$ cat config.mk
export PLATFORM = sky130hd
export DESIGN_NAME = uart_rx_frame_ctrl_flat
export DESIGN_NICKNAME = d
export VERILOG_FILES = /design/src/rtl/uart_pkg.sv /design/src/rtl/uart_rx_frame_ctrl_if.sv /design/src/rtl/uart_frame_timer.sv /design/src/rtl/uart_rx_frame_ctrl.sv /design/src/flat_wrapper.sv
export SDC_FILE = /design/constraint.sdc
export NUM_CORES = 2
export LEC_CHECK = 0
export CAP_MARGIN = 20
export CORE_UTILIZATION = 49
export CTS_BUF_LIST = sky130_fd_sc_hd__clkbuf_16
export CTS_CLUSTER_DIAMETER = 30
export CTS_CLUSTER_SIZE = 40
export DETAILED_ROUTE_END_ITERATION = 10
export GPL_TIMING_DRIVEN = 0
export PLACE_DENSITY = 0.81
export SYNTH_ARGS = -nofsm -noshare
export SYNTH_HDL_FRONTEND = slang
export SYNTH_SLANG_ARGS = --single-unit
export TNS_END_PERCENT = 100
$ cat constraint.sdc
create_clock -name clk -period 3 [get_ports clk]
set_clock_uncertainty 0.2 [all_clocks]
set_input_delay 0.75 -clock clk [delete_from_list [all_inputs] [get_ports clk]]
set_output_delay 0.75 -clock clk [all_outputs]
set_load 0.02 [all_outputs]
$ cat src/rtl/uart_pkg.sv
// Shared constants, state encoding and width helper for the UART frame controller.
// Latency: n/a (compile-time definitions only).
// Backpressure: n/a.
package uart_pkg;

  localparam int UART_DATA_WID = 8;
  localparam logic [UART_DATA_WID-1:0] SYNC_BYTE = 8'hA5;
  localparam int PAYLOAD_NUM = 80;
  localparam int WORK_WID = PAYLOAD_NUM * UART_DATA_WID;

  localparam logic [1:0] ERR_NONE = 2'b00;
  localparam logic [1:0] ERR_CSUM = 2'b01;
  localparam logic [1:0] ERR_TMO  = 2'b10;
  localparam logic [1:0] ERR_OVF  = 2'b11;

  typedef enum logic [1:0] {
    IDLE    = 2'd0,
    PAYLOAD = 2'd1,
    CHECK   = 2'd2
  } frame_state_e;

  // Bits needed to count 0..value-1; never less than one bit.
  function automatic int log2(input int value);
    int r;
    r = 0;
    while ((1 << r) < value) begin
      r = r + 1;
    end
    if (r < 1) begin
      r = 1;
    end
    return r;
  endfunction

endpackage

$ cat src/rtl/uart_rx_frame_ctrl_if.sv
// Byte stream from the UART receiver plus the work-item handshake to the scheduler.
// Latency: n/a (wiring only).
// Backpressure: work side is valid/ready; the byte side is a strobe with no backpressure.
interface uart_rx_frame_ctrl_if;
  import uart_pkg::*;

  logic [UART_DATA_WID-1:0] iv_rx_data;
  logic                     i_rx_data_vld;
  logic [WORK_WID-1:0]      ov_work_data;
  logic                     o_work_vld;
  logic                     i_work_rdy;

  // Host side: receiver feeding bytes, scheduler consuming work items.
  modport master (
    output iv_rx_data,
    output i_rx_data_vld,
    output i_work_rdy,
    input  ov_work_data,
    input  o_work_vld
  );

  // Frame controller side.
  modport slave (
    input  iv_rx_data,
    input  i_rx_data_vld,
    input  i_work_rdy,
    output ov_work_data,
    output o_work_vld
  );

endinterface

$ cat src/rtl/uart_frame_timer.sv
// Inter-byte timeout counter: counts enabled cycles, clears on i_clr, pulses o_expire.
// Latency: o_expire is combinational in the cycle the count sits at TIMEOUT-1.
// Backpressure: none; a clear in the expiry cycle suppresses the pulse.
module uart_frame_timer
  import uart_pkg::*;
#(
  parameter int TIMEOUT = 200
) (
  input  logic clk,
  input  logic rst,
  input  logic i_clr,
  input  logic i_en,
  output logic o_expire
);

  localparam int TMR_W = log2(TIMEOUT);

  logic [TMR_W-1:0] tmr_q;
  logic [TMR_W-1:0] tmr_d;

  // A byte arriving in the same cycle wins over expiry.
  assign o_expire = i_en & ~i_clr & (tmr_q == TMR_W'(TIMEOUT - 1));

  // Next count: clear on byte/idle or on expiry, otherwise count while enabled.
  always_comb begin
    tmr_d = tmr_q;
    if (i_clr || o_expire) begin
      tmr_d = '0;
    end else if (i_en) begin
      tmr_d = tmr_q + TMR_W'(1);
    end
  end

  // Counter register.
  always_ff @(posedge clk or negedge rst) begin
    if (!rst) begin
      tmr_q <= '0;
    end else begin
      tmr_q <= tmr_d;
    end
  end

endmodule

$ cat src/rtl/uart_rx_frame_ctrl.sv
// Sync hunt, 80-byte header assembly, XOR checksum and timeout supervision; emits work items.
// Latency: o_work_vld / o_frame_err rise one cycle after the checksum byte strobe (or timeout).
// Backpressure: work item held until accepted; a frame completing while the output is full is dropped.
module uart_rx_frame_ctrl
  import uart_pkg::frame_state_e, uart_pkg::IDLE, uart_pkg::PAYLOAD, uart_pkg::CHECK,
         uart_pkg::ERR_CSUM, uart_pkg::ERR_TMO, uart_pkg::ERR_OVF, uart_pkg::log2;
#(
  parameter string IS_SIM      = "TRUE",
  parameter int    TIMEOUT_CNT = 1000000,
  parameter int    TIMEOUT_SIM = 200,
  parameter int    UART_DATA_WID = uart_pkg::UART_DATA_WID,
  parameter logic [UART_DATA_WID-1:0] SYNC_BYTE = uart_pkg::SYNC_BYTE,
  parameter int    PAYLOAD_NUM = uart_pkg::PAYLOAD_NUM
) (
  input  logic                  clk,
  input  logic                  rst,
  uart_rx_frame_ctrl_if.slave   bus,
  output logic                  o_frame_err,
  output logic [1:0]            ov_err_code,
  output logic [15:0]           ov_frame_cnt,
  output logic                  o_busy
);

  localparam int TMO_CYCLES = (IS_SIM == "TRUE") ? TIMEOUT_SIM : TIMEOUT_CNT;
  localparam int CNT_W      = log2(PAYLOAD_NUM);
  localparam int WORK_W     = PAYLOAD_NUM * UART_DATA_WID;

  frame_state_e state_q, state_d;

  logic [CNT_W-1:0]         byte_cnt_q, byte_cnt_d;
  logic [UART_DATA_WID-1:0] csum_q, csum_d;
  logic [WORK_W-1:0]        shift_q, shift_d;
  logic [WORK_W-1:0]        work_data_q, work_data_d;
  logic                     work_vld_q, work_vld_d;
  logic                     frame_err_q, frame_err_d;
  logic [1:0]               err_code_q, err_code_d;
  logic [15:0]              frame_cnt_q, frame_cnt_d;
  logic                     busy_q, busy_d;

  logic                     rx_vld;
  logic [UART_DATA_WID-1:0] rx_data;
  logic                     out_free;
  logic                     tmr_clr;
  logic                     tmr_en;
  logic                     tmr_expire;

  assign rx_vld  = bus.i_rx_data_vld;
  assign rx_data = bus.iv_rx_data;

  // Output slot can take a new item if empty or being drained this very cycle.
  assign out_free = ~work_vld_q | bus.i_work_rdy;

  // Timer only runs inside a frame and restarts on every byte.
  assign tmr_clr = rx_vld | (state_q == IDLE);
  assign tmr_en  = (state_q != IDLE);

  uart_frame_timer #(
    .TIMEOUT (TMO_CYCLES)
  ) u_timer (
    .clk      (clk),
    .rst      (rst),
    .i_clr    (tmr_clr),
    .i_en     (tmr_en),
    .o_expire (tmr_expire)
  );

  // Frame FSM next-state, shifter, checksum and output register update.
  always_comb begin
    state_d     = state_q;
    byte_cnt_d  = byte_cnt_q;
    csum_d      = csum_q;
    shift_d     = shift_q;
    work_data_d = work_data_q;
    work_vld_d  = work_vld_q;
    frame_err_d = 1'b0;
    err_code_d  = err_code_q;
    frame_cnt_d = frame_cnt_q;

    if (work_vld_q && bus.i_work_rdy) begin
      work_vld_d = 1'b0;
    end

    case (state_q)
      IDLE: begin
        if (rx_vld && (rx_data == SYNC_BYTE)) begin
          state_d    = PAYLOAD;
          byte_cnt_d = '0;
          csum_d     = '0;
        end
      end

      PAYLOAD: begin
        if (rx_vld) begin
          shift_d    = {shift_q[WORK_W-UART_DATA_WID-1:0], rx_data};
          csum_d     = csum_q ^ rx_data;
          byte_cnt_d = byte_cnt_q + CNT_W'(1);
          if (byte_cnt_q == CNT_W'(PAYLOAD_NUM - 1)) begin
            state_d = CHECK;
          end
        end else if (tmr_expire) begin
          state_d     = IDLE;
          frame_err_d = 1'b1;
          err_code_d  = ERR_TMO;
        end
      end

      CHECK: begin
        if (rx_vld) begin
          state_d = IDLE;
          if (rx_data == csum_q) begin
            if (out_free) begin
              work_data_d = shift_q;
              work_vld_d  = 1'b1;
              frame_cnt_d = frame_cnt_q + 16'd1;
            end else begin
              frame_err_d = 1'b1;
              err_code_d  = ERR_OVF;
            end
          end else begin
            frame_err_d = 1'b1;
            err_code_d  = ERR_CSUM;
          end
        end else if (tmr_expire) begin
          state_d     = IDLE;
          frame_err_d = 1'b1;
          err_code_d  = ERR_TMO;
        end
      end

      default: begin
        state_d = IDLE;
      end
    endcase

    busy_d = (state_d != IDLE);
  end

  // State and output registers; all cleared asynchronously.
  always_ff @(posedge clk or negedge rst) begin
    if (!rst) begin
      state_q     <= IDLE;
      byte_cnt_q  <= '0;
      csum_q      <= '0;
      shift_q     <= '0;
      work_data_q <= '0;
      work_vld_q  <= 1'b0;
      frame_err_q <= 1'b0;
      err_code_q  <= 2'b00;
      frame_cnt_q <= 16'd0;
      busy_q      <= 1'b0;
    end else begin
      state_q     <= state_d;
      byte_cnt_q  <= byte_cnt_d;
      csum_q      <= csum_d;
      shift_q     <= shift_d;
      work_data_q <= work_data_d;
      work_vld_q  <= work_vld_d;
      frame_err_q <= frame_err_d;
      err_code_q  <= err_code_d;
      frame_cnt_q <= frame_cnt_d;
      busy_q      <= busy_d;
    end
  end

  assign bus.ov_work_data = work_data_q;
  assign bus.o_work_vld   = work_vld_q;
  assign o_frame_err      = frame_err_q;
  assign ov_err_code      = err_code_q;
  assign ov_frame_cnt     = frame_cnt_q;
  assign o_busy           = busy_q;

endmodule

$ cat src/flat_wrapper.sv
// flat-port wrapper written by rule: the top's interface ports become plain ports
module uart_rx_frame_ctrl_flat import uart_pkg::frame_state_e, uart_pkg::IDLE, uart_pkg::PAYLOAD, uart_pkg::CHECK,
         uart_pkg::ERR_CSUM, uart_pkg::ERR_TMO, uart_pkg::ERR_OVF, uart_pkg::log2;
#(
  parameter string IS_SIM      = "    ",
  parameter int    TIMEOUT_CNT = 1000000,
  parameter int    TIMEOUT_SIM = 200,
  parameter int    UART_DATA_WID = uart_pkg::UART_DATA_WID,
  parameter logic [UART_DATA_WID-1:0] SYNC_BYTE = uart_pkg::SYNC_BYTE,
  parameter int    PAYLOAD_NUM = uart_pkg::PAYLOAD_NUM
)
  (clk, rst, o_frame_err, ov_err_code, ov_frame_cnt, o_busy, bus_iv_rx_data, bus_i_rx_data_vld, bus_i_work_rdy, bus_ov_work_data, bus_o_work_vld);
  uart_rx_frame_ctrl_if bus_i ();
  input  logic clk;
  input  logic rst;
  output logic o_frame_err;
  output logic [1:0] ov_err_code;
  output logic [15:0] ov_frame_cnt;
  output logic o_busy;
  input wire logic [$bits(bus_i.iv_rx_data)-1:0] bus_iv_rx_data;
  input wire logic [$bits(bus_i.i_rx_data_vld)-1:0] bus_i_rx_data_vld;
  input wire logic [$bits(bus_i.i_work_rdy)-1:0] bus_i_work_rdy;
  output wire logic [$bits(bus_i.ov_work_data)-1:0] bus_ov_work_data;
  output wire logic [$bits(bus_i.o_work_vld)-1:0] bus_o_work_vld;
  assign bus_i.iv_rx_data = bus_iv_rx_data;
  assign bus_i.i_rx_data_vld = bus_i_rx_data_vld;
  assign bus_i.i_work_rdy = bus_i_work_rdy;
  assign bus_ov_work_data = bus_i.ov_work_data;
  assign bus_o_work_vld = bus_i.o_work_vld;
  uart_rx_frame_ctrl #(.IS_SIM(IS_SIM), .TIMEOUT_CNT(TIMEOUT_CNT), .TIMEOUT_SIM(TIMEOUT_SIM), .UART_DATA_WID(UART_DATA_WID), .SYNC_BYTE(SYNC_BYTE), .PAYLOAD_NUM(PAYLOAD_NUM)) u_core (.clk(clk), .rst(rst), .bus(bus_i), .o_frame_err(o_frame_err), .ov_err_code(ov_err_code), .ov_frame_cnt(ov_frame_cnt), .o_busy(o_busy));
endmodule
==> qor.yml <==
die_x_um: 324.0
layout.cells.non_filler: 6848
power.share.sequential: 0.410
synth-simple-area-share: 0.1582
dp_hpwl_mm: 95.24
relSlewSlack: 0.2632
synth_top_family_by_area: "simple AND/OR/NAND/NOR gates"
required_ns: 3.49
synth_top_area_frac: 0.6590
track_usage: 0.2730
fp.coreArea_mm2: 0.1023
ir_drop_uv: 904.2
grt_overflow_total: 0
syn_to_final_growth_pct: 32.28
p_comb_frac: 0.020
worstRegToRegCells: 9
synth_area_per_cell_um2: 11.57
hold_class: "in -> async"
worstSkewPairLatency_ns: 0.81
clock-root-buffer: "clkbuf_16"
utilization: 0.6569
cp_top_family: "buffers and inverters"
drive_above_1_share: 0.1446
startpoint_type: "input port"
crit_slowest_cell: "clkdlybuf4s50_1"
synthDistinctLibCells: 56
max_stage_delay_ns: 0.54
fp.dieH_um: 324.0
switchingPower_w: 0.01020
synth-compound-area-share: 0.007609
io_pins: 673
initial_core_util: 0.4966
vias_per_cell: 5.292
synth_edf_count: 0
max_cap_violations: 0
antenna_found_initial: 2
grt_pass1_wl_mm: 219.9
synth_top_area_cell: "dfrtp_1"
grt_max_degree: 185
synth_common_cells: "nand2_1, dfrtp_1, mux2_1"
htreeDepth: 4
p_int_w: 0.03431
status: "finished, violations left"
path_max_fanout: 10
rows: 117
syn_inst: 4391
vias: 36239
seq_area_frac_synth: 0.6590
first_global_vias: 37709
antenna_left: 0
critPathBufInv: 5
holdWs_ns: -0.1904
swShare: 0.2291
cp_num_cells: 9
arrival_ns: 3.41
min_period_ns: 2.924
synth_ff_type: "dfrtp_1"
dp.cells: 6439
ys_warn_count: 0
clk_pin_slew_ns: 0.06
cellLeakagePower_nw: 35.40
max-clock-path-buffers: 3
synthArstFlopShare: 1.000
drt-initial-drc-count: 2656
cts_buffers: 215
hold_viol: 167
finalCritPeriodShare: 0.9746
timing.fmax_ghz: 0.3420
worst_slew_pin_slew_ns: 1.105
synthAdderAreaFrac: 0.001724
slew_viol_final: 0
timing_worst_setup_path_type: "in -> reg"
yosysMostFrequentCell: "nand2_1"
syn_area_mm2: 0.05081
synth_fp_nets: 4410
crit_path_end_kind: "register"
gp_congestion: 0.8982
power.share.clock: 0.570
critical_path.cell_chain: "clkdlybuf4s50_1 -> xnor2_2 -> nand4_4 -> nor4_4 -> buf_4 -> buf_4 -> buf_2 -> buf_2 -> mux2_2"
dieArea_mm2: 0.1050
ys_ff_latch: 1338
routed_wl_mm: 143.2
cts_tree: "done"
numPortBuffers: 672
drc: 0
setup_viol: 0
p_per_area_mw_per_mm2: 662.1
synth_mux_area_frac: 0.1428
drt-pass1-iter-count: 5
synthXorXnorAreaFrac: 0.006033
netlist_top_cells_area: "dfrtp_1, nand2_1, mux2_1"
cts_sinks: 1338
post_drt_wl_per_cell_um: 20.91
nets: 5312
violations: "hold timing"
==> state kept, by name, summed over array words and instances, names as in the netlist, 2 cells and up <==
| signal | cells |
|---|---|
| u_core.bus.ov_work_data | 640 |
| u_core.shift_q | 640 |
| u_core.u_timer.tmr_q | 20 |
| u_core.ov_frame_cnt | 16 |
| u_core.csum_q | 8 |
| u_core.byte_cnt_q | 7 |
| u_core.ov_err_code | 2 |
| u_core.state_q | 2 |
==> logic make-up (layout without fill, tap and decap cells) <==
logic type | Yosys count | count (layout)
and+or+nand+nor | 2063 | 2063
other | 0 | 2
AOI/OAI and AO/OA | 60 | 60
xor gates and xnor gates | 35 | 35
muxes | 645 | 645
DFF | 1338 | 1338
buffers and inverters | 243 | 1330
adders and majority gates | 7 | 7
==> cells in the final DEF, fill, tap and decap left out, drive strengths merged, types with 2 or more instances in the layout <==
master	synthesis	layout
nand2	1939	1939
dfrtp	1338	1338
clkdlybuf4s50	0	666
mux2	641	641
clkbuf	100	318
buf	129	141
clkinv	2	78
inv	12	66
bufinv	0	31
clkinvlp	0	25
nand3	22	22
o21ai	21	21
nand4	20	20
nor2	19	19
xor2	18	18
nor4	17	17
xnor2	17	17
a31oi	9	9
and3	8	8
a21oi	7	7
ha	7	7
and4	5	5
nor3	5	5
o31ai	5	5
or4	5	5
dlygate4sd2	0	5
or3	4	4
a311oi	4	4
mux2i	4	4
nand2b	3	3
and2	3	3
diode	0	2
a31o	2	2
nand4b	2	2
nor2b	2	2
o211ai	2	2
or4b	2	2
and4bb	2	2
==> per-stage QoR <==
step | area (um^2) | TNS (ns) | power, W | setup slack, ns | hold WS [ns]
final | 67210 | 0 | 0.04451 | 0.07608 | -0.1904
after global routing | 67210 | -0.004511 | 0.04576 | -0.002801 | -0.1639
after CTS | 67090 | -4.441 | 0.04476 | -0.05256 | -0.2063
after detailed placement | 59470 | -1828.92 | 0.01942 | -1.598 | 0.2606
after global placement | 59250 | - | 0.01928 | -57.40 | 0.2569
after floorplan | 50810 | 0 | 0.01884 | 0.3259 | 0.2402
==> layer usage <==
| layer | GRT usage | wire length [um] | up-vias | share of wire |
|---|---|---|---|---|
| li1 | - | - | 16108 | - |
| met1 | 0.3287 | 54770 | 18378 | 0.38 |
| met2 | 0.4406 | 70000 | 1369 | 0.49 |
| met3 | 0.08535 | 11140 | 384 | 0.078 |
| met4 | 0.1427 | 7275 | 0 | 0.051 |
| met5 | 0 | 0 | - | 0 |
==> area by class of cell <==
class,instances,area [um^2]
Clock inverter,186,2140
Antenna cell,2,5.005
Multi-Input combinational cell,2810,16160
Clock buffer,216,5405
Fill cell,6959,35110
Buffer,229,1241
Timing Repair Buffer,685,7014
Sequential cell,1338,33480
Inverter,14,53.80
Tap cell,1368,1712
==> path summary, 6_finish.rpt <==
path / to / from / slack, ns
min in group clk: u_core.ov_frame_cnt[15]$_DFFE_PN0P_ / u_core.ov_frame_cnt[15]$_DFFE_PN0P_ / 0.27
max reg2reg: u_core.shift_q[554]$_DFFE_PN0P_ / u_core.state_q[1]$_DFF_PN0_ / 0.17
min: u_core.bus.ov_work_data[48]$_DFFE_PN0P_ / rst / -0.19
min reg2reg: u_core.ov_frame_cnt[15]$_DFFE_PN0P_ / u_core.ov_frame_cnt[15]$_DFFE_PN0P_ / 0.27
max: u_core.bus.ov_work_data[212]$_DFFE_PN0P_ / bus_iv_rx_data[2] / 0.08
max in group asynchronous: u_core.bus.ov_work_data[478]$_DFFE_PN0P_ / rst / 0.60
==> timing repair <==
item | 4_1_cts | 5_1_grt
resized for setup | 25 | 20
endpoints found under the hold margin | 167 | 167
pin swaps | 1 | 2
cloned | 0 | 2
setup endpoints to repair | 1409 | 676
buffers inserted | 2 | 1
==> power by group through the flow <==
stage | combinational (W) | clock [W] | sequential [W]
global placement | 0.000676 | 0 | 0.0186
finish | 0.000907 | 0.0254 | 0.0182
detailed placement | 0.000884 | 0 | 0.0185
floorplan | 0.000332 | 0 | 0.0185
global route | 0.00103 | 0.0265 | 0.0182
CTS | 0.000906 | 0.0256 | 0.0182
Note: power is estimated with default switching activity, not from simulation.
